File: src/rtl/ov_cam_pkg.sv
// Shared OV camera definitions: SCCB arbiter state encoding and register-address width selection.
package ov_cam_pkg;

   // Arbiter transaction states
   typedef enum logic [1:0] {
      StIdle   = 2'd0,
      StLaunch = 2'd1,
      StWait   = 2'd2,
      StResp   = 2'd3
   } sccb_state_e;

   // Sensor targeted by this build; OV5640 uses 16-bit register addresses
   localparam int unsigned CAMERA_MODEL = 5640;

   function automatic int unsigned regaddr_width_for(input int unsigned model);
      return (model == 5640) ? 16 : 8;
   endfunction

   localparam int unsigned REGADDR_WIDTH_DFLT = regaddr_width_for(CAMERA_MODEL);

endpackage

File: src/rtl/ov_cam_rr_arbiter2.sv
// Two-way round-robin grant: on contention the requester not granted last wins.
module ov_cam_rr_arbiter2 (
   input  logic [1:0] req,
   input  logic       last,
   output logic [1:0] grant
);

   // One-hot grant from current requests and last-grant pointer
   always_comb begin
      grant = 2'b00;
      case (req)
         2'b01:   grant = 2'b01;
         2'b10:   grant = 2'b10;
         2'b11:   grant = last ? 2'b01 : 2'b10;
         default: grant = 2'b00;
      endcase
   end

endmodule

File: src/rtl/ov_cam_sccb_arbiter.sv
// Arbitrates two requesters (init sequencer, runtime access) onto a single SCCB master,
// with a per-transaction timeout and one-cycle ack back to the granted requester.
module ov_cam_sccb_arbiter
   import ov_cam_pkg::*;
#(
   parameter int unsigned REGADDR_WIDTH  = REGADDR_WIDTH_DFLT,
   parameter int unsigned TIMEOUT_CYCLES = 4096
) (
   input  logic                     clk,
   input  logic                     resetn,
   input  logic [1:0]               req,
   input  logic [1:0]               rw,
   input  logic [7:0]               devaddr0,
   input  logic [7:0]               devaddr1,
   input  logic [REGADDR_WIDTH-1:0] regaddr0,
   input  logic [REGADDR_WIDTH-1:0] regaddr1,
   input  logic [7:0]               wrdata0,
   input  logic [7:0]               wrdata1,
   output logic [1:0]               ack,
   output logic                     err,
   output logic [7:0]               rddata,
   output logic                     busy,
   output logic                     sccb_start,
   output logic [7:0]               sccb_devaddr,
   output logic [REGADDR_WIDTH-1:0] sccb_regaddr,
   output logic [7:0]               sccb_wrdata,
   input  logic                     sccb_done,
   input  logic [7:0]               sccb_rddata
);

   localparam int unsigned CntW = (TIMEOUT_CYCLES > 2) ? $clog2(TIMEOUT_CYCLES) : 1;
   // Abort on the WAIT cycle whose increment brings the counter to TIMEOUT_CYCLES-1
   localparam logic [CntW-1:0] TimeoutLast = CntW'(TIMEOUT_CYCLES - 2);

   sccb_state_e      state;
   logic [1:0]       grant;
   logic [1:0]       grant_q;
   logic             last_q;
   logic [CntW-1:0]  tcnt_q;

   ov_cam_rr_arbiter2 u_rr (
      .req   (req),
      .last  (last_q),
      .grant (grant)
   );

   assign busy = (state != StIdle);

   // Transaction FSM with registered handshake and payload outputs
   always_ff @(posedge clk or negedge resetn) begin
      if (!resetn) begin
         state        <= StIdle;
         grant_q      <= 2'b00;
         last_q       <= 1'b1;
         tcnt_q       <= '0;
         ack          <= 2'b00;
         err          <= 1'b0;
         rddata       <= 8'h00;
         sccb_start   <= 1'b0;
         sccb_devaddr <= 8'h00;
         sccb_regaddr <= '0;
         sccb_wrdata  <= 8'h00;
      end else begin
         sccb_start <= 1'b0;
         ack        <= 2'b00;
         unique case (state)
            StIdle: begin
               if (grant != 2'b00) begin
                  grant_q    <= grant;
                  last_q     <= grant[1];
                  sccb_start <= 1'b1;
                  state      <= StLaunch;
                  if (grant[1]) begin
                     sccb_devaddr <= {devaddr1[7:1], rw[1]};
                     sccb_regaddr <= regaddr1;
                     sccb_wrdata  <= wrdata1;
                  end else begin
                     sccb_devaddr <= {devaddr0[7:1], rw[0]};
                     sccb_regaddr <= regaddr0;
                     sccb_wrdata  <= wrdata0;
                  end
               end
            end
            StLaunch: begin
               tcnt_q <= '0;
               state  <= StWait;
            end
            StWait: begin
               // Completion takes priority over a coincident timeout
               if (sccb_done) begin
                  rddata <= sccb_rddata;
                  err    <= 1'b0;
                  ack    <= grant_q;
                  state  <= StResp;
               end else if (tcnt_q == TimeoutLast) begin
                  tcnt_q <= tcnt_q + CntW'(1);
                  err    <= 1'b1;
                  ack    <= grant_q;
                  state  <= StResp;
               end else begin
                  tcnt_q <= tcnt_q + CntW'(1);
               end
            end
            StResp: begin
               state <= StIdle;
            end
            default: begin
               state <= StIdle;
            end
         endcase
      end
   end

endmodule
File: config.mk
export PLATFORM = sky130hd
export DESIGN_NAME = ov_cam_sccb_arbiter
export DESIGN_NICKNAME = d
export VERILOG_FILES = /design/src/rtl/ov_cam_pkg.sv /design/src/rtl/ov_cam_rr_arbiter2.sv /design/src/rtl/ov_cam_sccb_arbiter.sv
export SDC_FILE = /design/constraint.sdc
export NUM_CORES = 1
export LEC_CHECK = 0
export CORE_ASPECT_RATIO = 0.6
export CORE_MARGIN = 2
export CORE_UTILIZATION = 45
export DETAILED_ROUTE_END_ITERATION = 7
export GPL_ROUTABILITY_DRIVEN = 0
export PLACE_DENSITY = 0.83
export SETUP_SLACK_MARGIN = 0.05
export SYNTH_ARGS = -nofsm -noshare
export SYNTH_HDL_FRONTEND = slang
export SYNTH_SLANG_ARGS = --single-unit
export TNS_END_PERCENT = 1
File: constraint.sdc
create_clock -name clk -period 4.8 [get_ports clk]
set_clock_uncertainty 0.15 [all_clocks]
set_input_delay 0.96 -clock clk [delete_from_list [all_inputs] [get_ports clk]]
set_output_delay 0.96 -clock clk [all_outputs]
set_load 0.02 [all_outputs]
==> results of run 1 <==
logic make-up (layout without fill, tap and decap cells):
kind of cell / count (synthesis) / in the layout
AOI/OAI and AO/OA: 59 / 59
adders and majority gates: 6 / 6
DFF: 61 / 61
buffers and inverters: 23 / 150
muxes: 43 / 43
xor gates and xnor gates: 4 / 4
and+or+nand+nor: 65 / 65
power breakdown:
part / leakage, nW / switching [W] / internal [W]
clock: 0.112 / 0.000210 / 0.000346
combinational: 1.00 / 0.000592 / 0.000536
sequential: 0.770 / 0.000110 / 0.000719
total: 1.88 / 0.000912 / 0.00160
synthesized netlist by cell type, drive strengths merged (2+ instances only):
| cell type | count |
|---|---|
| or3 | 6 |
| o21ai | 41 |
| nor2 | 8 |
| a21oi | 9 |
| nand4 | 3 |
| nand3 | 3 |
| buf | 6 |
| o2111ai | 2 |
| inv | 10 |
| clkbuf | 7 |
| mux2 | 10 |
| mux2i | 33 |
| ha | 6 |
| nand2 | 38 |
| xor2 | 3 |
| dfrtp | 60 |
sequential cells by signal (all words and copies together) (netlist names):
signal	count
sccb_devaddr	8
state	2
ack	2
grant_q	2
sccb_wrdata	8
rddata	8
tcnt_q	12
last_q	1
err	1
sccb_regaddr	16
sccb_start	1
worst paths after layout:
kind,start,to,slack [ns],cells past startpoint
worst max-delay path,state[0],busy,1.81,4
worst min-delay path,sccb_regaddr[3],sccb_regaddr[3],0.33,2
worst max register to register,state[0],tcnt_q[7],2.64,6
worst min register to register,sccb_regaddr[3],sccb_regaddr[3],0.33,2
max in group asynchronous,resetn,tcnt_q[1],3.14,2
min in group asynchronous,resetn,tcnt_q[11],0.52,1
layout by cell type, fill, tap and decap left out, drive strengths merged, types with 6 or more instances in the layout:
cell / count
a21oi: 9
nand2: 38
ha: 6
clkdlybuf4s50: 120
inv: 11
mux2i: 33
clkbuf: 9
dfrtp: 60
or3: 6
mux2: 10
o21ai: 41
nor2: 8
area by class of cell:
class / instances / area (um2) / area share
sequential: 61 / 1528 / 0.3490
multi-input combinational: 177 / 1234 / 0.2818
clock buffer: 9 / 123.9 / 0.02829
inverter: 10 / 37.54 / 0.008574
tap: 84 / 105.1 / 0.02401
clock inverter: 7 / 121.4 / 0.02772
timing repair buffer: 124 / 1229 / 0.2807
per-stage QoR:
| stage | std cells | total power (W) | cell area, um2 | utilization |
|---|---|---|---|---|
| 2_1_floorplan | 261 | 0.001450 | 2843 | - |
| 3_3_place_gp | 456 | 0.001943 | 4133 | 0.6763 |
| 3_5_place_dp | 456 | 0.001980 | 4133 | 0.6763 |
| 4_1_cts | 472 | 0.002547 | 4378 | 0.7164 |
| 5_1_grt | 472 | 0.002680 | 4378 | 0.7164 |
| 6_report | 472 | 0.002514 | 4378 | 0.7164 |
worst register-to-register path, cell delays in order, from the launching register on:
cell	delay, ns
dfrtp_1	0.39
inv_1	0.10
ha_1	0.34
nor2b_4	0.38
o2111ai_4	0.22
or3_1	0.36
a21oi_1	0.15
layer usage:
layer / part of all wire / up-vias
met3: 0.087 / 4
met5: 0 / -
li1: - / 1155
met1: 0.44 / 1101
met4: 0.0055 / 0
met2: 0.46 / 97
==> metrics.txt, run 1 <==
outcome=completed; Syn Nets=346; dominant combinational cell family by area after synthesis=multiplexers; num rows=22; XOR/XNOR Fraction of Synth Area=0.01232; area grow syn2layout=54.01%; syn_area_per_cell=10.89 um2; Final ANT Viol Nets=0; share of cells above drive strength 1=0.09794; grt met3 use=0.07044; # DRC=0; PnR worst setup slack=1.814 ns; CTS Sinks=61; vias in the first global route=2288; post-synthesis mux area share=0.1558; DR WL/cell=14.26 um; initial antenna violation count=0; crit-path max cell delay=0.55 ns; latest clock arrival within the worst-skew pair=0.33 ns; Startpoint Class=register; critical path's top delay family=buffers and inverters; Slew @ Worst Pin=0.8850 ns; sequential share of the synthesized area=0.5374; Clock transition at path regs=0.07 ns; Post-Synthesis Cells=261; post-synth top area cell=dfrtp_1; Boundary Pins=124; Core Area=6111 um2; CP Max Fanout=7; Buffers & Inverters on Critical Path=3; MaxCap Viol Count=0; ant diodes=0; share of synthesized registers carrying an async set or reset=1.000; RSZ-0062 raised after global routing=no; most used cell, CP=inv_1; Initial Util=0.4652; Slew Viols, Final=0; Worst path slowest cell=clkdlybuf4s50_1; WHS=0.3284 ns; GR Overflow Total=0; port bufs=121; Iter 0 DRT Violations=131; via/cell ratio=4.994; met2 global-route usage=0.3368; Post-synth EDFFs=0; Cell Area, Synth=2843 um2; Die Width=106.6 um; GRT Util Overall=0.2036; CTS tree=yes; CP endpoint kind=primary output; area share of the largest cell type after synthesis=0.5282; critical-path cell list=inv_1 > ha_1 > inv_1 > clkdlybuf4s50_1; total of cells resized after clock tree synthesis=0; total CTS buffers=9; min-delay worst type=register to register; adder-cell share of the synthesized area=0.02641; Synth warnings=0; minimum clock period=2.986 ns; compound-cell area share of the yosys netlist=0.1237; Seq cells post-synth=61; fill count=457; met1 Use GR=0.2595; Power Dens Cells=574.3 nW/um2; Max VDD drop=256.0 uV; Netlist cell types=36; Die Span Y=65.57 um; Worst Path Arrival=1.88 ns; leak pwr=1.885 nW; Final Hold Fails=0; top post-synthesis cells by area=dfrtp_1 (53%), mux2i_1 (12%), o21ai_0 (5.8%), nand2_1 (5.0%), mux2_2 (3.6%); Max Freq=334.9 MHz; global route hottest layer=met2; kind of critical path=register to primary output; Final setup viols=0; drt total wl=6730 um; H-Tree Depth=3; first-pass GRT wire length=10910 um; setup TNS=0 ns; DIE AREA=6990 um2; pin count of the biggest net entering global routing=41; Final Cycle Share=0.6220; root buf cell=clkbuf_8; worst endpoint required time=3.69 ns; DP Wirelength=4957 um; Synth Area in Simple Gates=0.1078; Slew HR=0.4078; clk buf depth=2; DRT Pass-1 Iters=4; Via Count=2357; ys flop type=dfrtp_1; pre-CTS setup slack=1.675 ns; post-CTS setup buffer count=0; nets=468; Hold Buf Count CTS=0
Note: power is estimated with default switching activity, not from simulation.
==> run 2, diff against run 1 <==
--- a/config.mk
+++ b/config.mk
@@ -7,10 +7,10 @@
 export LEC_CHECK = 0
 export CORE_ASPECT_RATIO = 0.6
 export CORE_MARGIN = 2
-export CORE_UTILIZATION = 45
+export CORE_UTILIZATION = 42
 export DETAILED_ROUTE_END_ITERATION = 7
 export GPL_ROUTABILITY_DRIVEN = 0
-export PLACE_DENSITY = 0.83
+export PLACE_DENSITY = 0.78
 export SETUP_SLACK_MARGIN = 0.05
 export SYNTH_ARGS = -nofsm -noshare
 export SYNTH_HDL_FRONTEND = slang
==> constraint.sdc (replaced) <==
create_clock -name clk -period 3.1 [get_ports clk]
set_clock_uncertainty 0.15 [all_clocks]
set_input_delay 0.62 -clock clk [delete_from_list [all_inputs] [get_ports clk]]
set_output_delay 0.62 -clock clk [all_outputs]
set_load 0.02 [all_outputs]
==> metrics.txt, run 2 (synthesized netlist as in run 1, its figures left out) <==
Initial Util=0.4295 (-0.03570); worst endpoint required time=2.33 ns (-1.36 ns); Worst path slowest cell=clkdlybuf4s50_1; max reg flops=16 (unchanged); Die Width=110.2 um (+3.4%); Iter 0 DRT Violations=114 (-13%); critical path's top delay family=buffers and inverters; most common cell after layout, fill and taps aside=clkdlybuf4s50_1; leak pwr=1.935 nW (+2.7%); setup TNS=0 ns (unchanged); WL met1=2990 um (about the same); minimum clock period=2.621 ns; vias in the first global route=2190 (-4.3%); Placed Cells=459 (+0.66%); WHS=0.3050 ns (-0.02339 ns); critical-path cell list=inv_1 > ha_1 > inv_1 > clkdlybuf4s50_1; area grow syn2layout=57.48%; Via Count=2313 (-1.9%); outcome=completed; fill count=502 (+9.8%); most used cell, CP=inv_1; Final Cycle Share=0.8453; Die Span Y=67.73 um (+3.3%); total power=0.004105 W (+63%); drt total wl=6971 um (+3.6%); total CTS buffers=9 (unchanged); non-filler cells, final=475 (+0.64%); Slew @ Worst Pin=0.7498 ns (-0.1352 ns); DR top layer=met4; DIE AREA=7464 um2 (+6.8%); ant diodes=0 (unchanged); port bufs=121 (unchanged); GR Overflow Total=0 (unchanged); nets=468 (unchanged); MaxCap Viol Count=0 (unchanged); Slew HR=0.5002 (+0.09239); Boundary Pins=124 (unchanged); FF-to-FF path depth=6 (unchanged); H-Tree Depth=3 (unchanged); initial antenna violation count=0 (unchanged); share of cells above drive strength 1=0.09536 (-0.002577); CP Max Fanout=7 (unchanged); DRT Pass-1 Iters=4 (unchanged); latest clock arrival within the worst-skew pair=0.32 ns (about the same); Core Area=6619 um2 (+8.3%); crit-path max cell delay=0.56 ns (about the same); Final setup viols=0 (unchanged); CP endpoint kind=primary output; CTS tree=yes; pin count of the biggest net entering global routing=67 (+63%); via/cell ratio=4.869 (-2.5%); Buffers & Inverters on Critical Path=3 (unchanged); Startpoint Class=register; GRT Util Overall=0.1894 (-0.01421); min-delay worst type=primary input to async pin; post-CTS setup buffer count=0 (unchanged); met3 wire length=648 um (+11%); Largest Register=sccb_regaddr; clk buf depth=2 (unchanged); Max VDD drop=515.8 uV (+100%); root buf cell=clkbuf_16; CTS Sinks=61 (unchanged); Power Dens Cells=917.0 nW/um2 (+60%); DP Wirelength=5111 um (+3.1%); Clock transition at path regs=0.05 ns (-0.02 ns); Hold Buf Count CTS=0 (unchanged); RSZ-0062 raised after global routing=no; total of cells resized after clock tree synthesis=0 (unchanged); metal2 WL=3266 um (+4.7%); WP depth=4 (unchanged); # DRC=0 (unchanged); Max Freq=381.6 MHz; Worst Path Arrival=1.85 ns (-0.03 ns); Final Hold Fails=0 (unchanged); Slew Viols, Final=0 (unchanged); commonest non-fill, non-tap cells in the layout=clkdlybuf4s50_1 (120), dfrtp_1 (60), nand2_1 (38); num rows=23 (+4.5%); Largest regs=sccb_regaddr: 16 flops, tcnt_q: 12 flops; first-pass GRT wire length=10530 um (-3.5%); Final ANT Viol Nets=0 (unchanged); DR WL/cell=14.68 um (+2.9%); kind of critical path=register to primary output
## run 2: cell types whose count changed in the layout (fill, tap and decap cells not counted)
cell        previous run  this run
clkbuf_1               0         1
clkinvlp_4             3         1
bufinv_16              3         2
clkinv_2               0         2
clkbuf_16              0         9
buf_4                  3         1
clkbuf_8               9         0
buf_12                 0         2
## run 2: metal layers
layer | vias up | GRT usage
li1 | 1157 | -
met1 | 1075 | 0.2331
met2 | 72 | 0.3137
met3 | 9 | 0.07432
met4 | 0 | 0.05156
met5 | - | 0
## run 2: worst paths after layout
check | startpoint | endpoint | slack [ns]
setup reg to reg | state[0] | tcnt_q[10] | 0.94
hold / removal | resetn | sccb_wrdata[7] | 0.31
max in group asynchronous | resetn | tcnt_q[2] | 2.00
min in group clk | sccb_wrdata[5] | sccb_wrdata[5] | 0.32
setup / recovery | state[0] | busy | 0.48
hold reg to reg | sccb_wrdata[5] | sccb_wrdata[5] | 0.32
## run 2: per-stage QoR
stage	setup slack [ns]	area [um2]	util
global placement	0.7357	4161	0.6287
detailed placement	0.6876	4161	0.6287
CTS	0.4624	4477	0.6764
finish	0.4794	4477	0.6764
floorplan	1.276	2843	-
global route	0.4194	4477	0.6764
## run 2: worst register-to-register path: stages, from the launching register on
cell and delay [ns]:
dfrtp_1 0.38, inv_1 0.09, ha_1 0.34, nor2b_4 0.38, o211ai_2 0.21, or3_1 0.36, a21oi_1 0.18
## run 2: final cells by class
cell class,count,area (um2),area share
Sequential cell,61,1528,0.3413
Timing Repair Buffer,124,1254,0.2800
Multi-Input combinational cell,177,1234,0.2756
Clock buffer,10,229.0,0.05115
Tap cell,87,108.9,0.02432
Clock inverter,6,86.33,0.01928
Inverter,10,37.54,0.008385
## run 2: where the power goes
part	internal [W]	switching [W]	total, W
combinational	0.000852	0.000924	0.00178
sequential	0.00112	0.000170	0.00129
clock	0.000703	0.000341	0.00104
total	0.00267	0.00143	0.00411
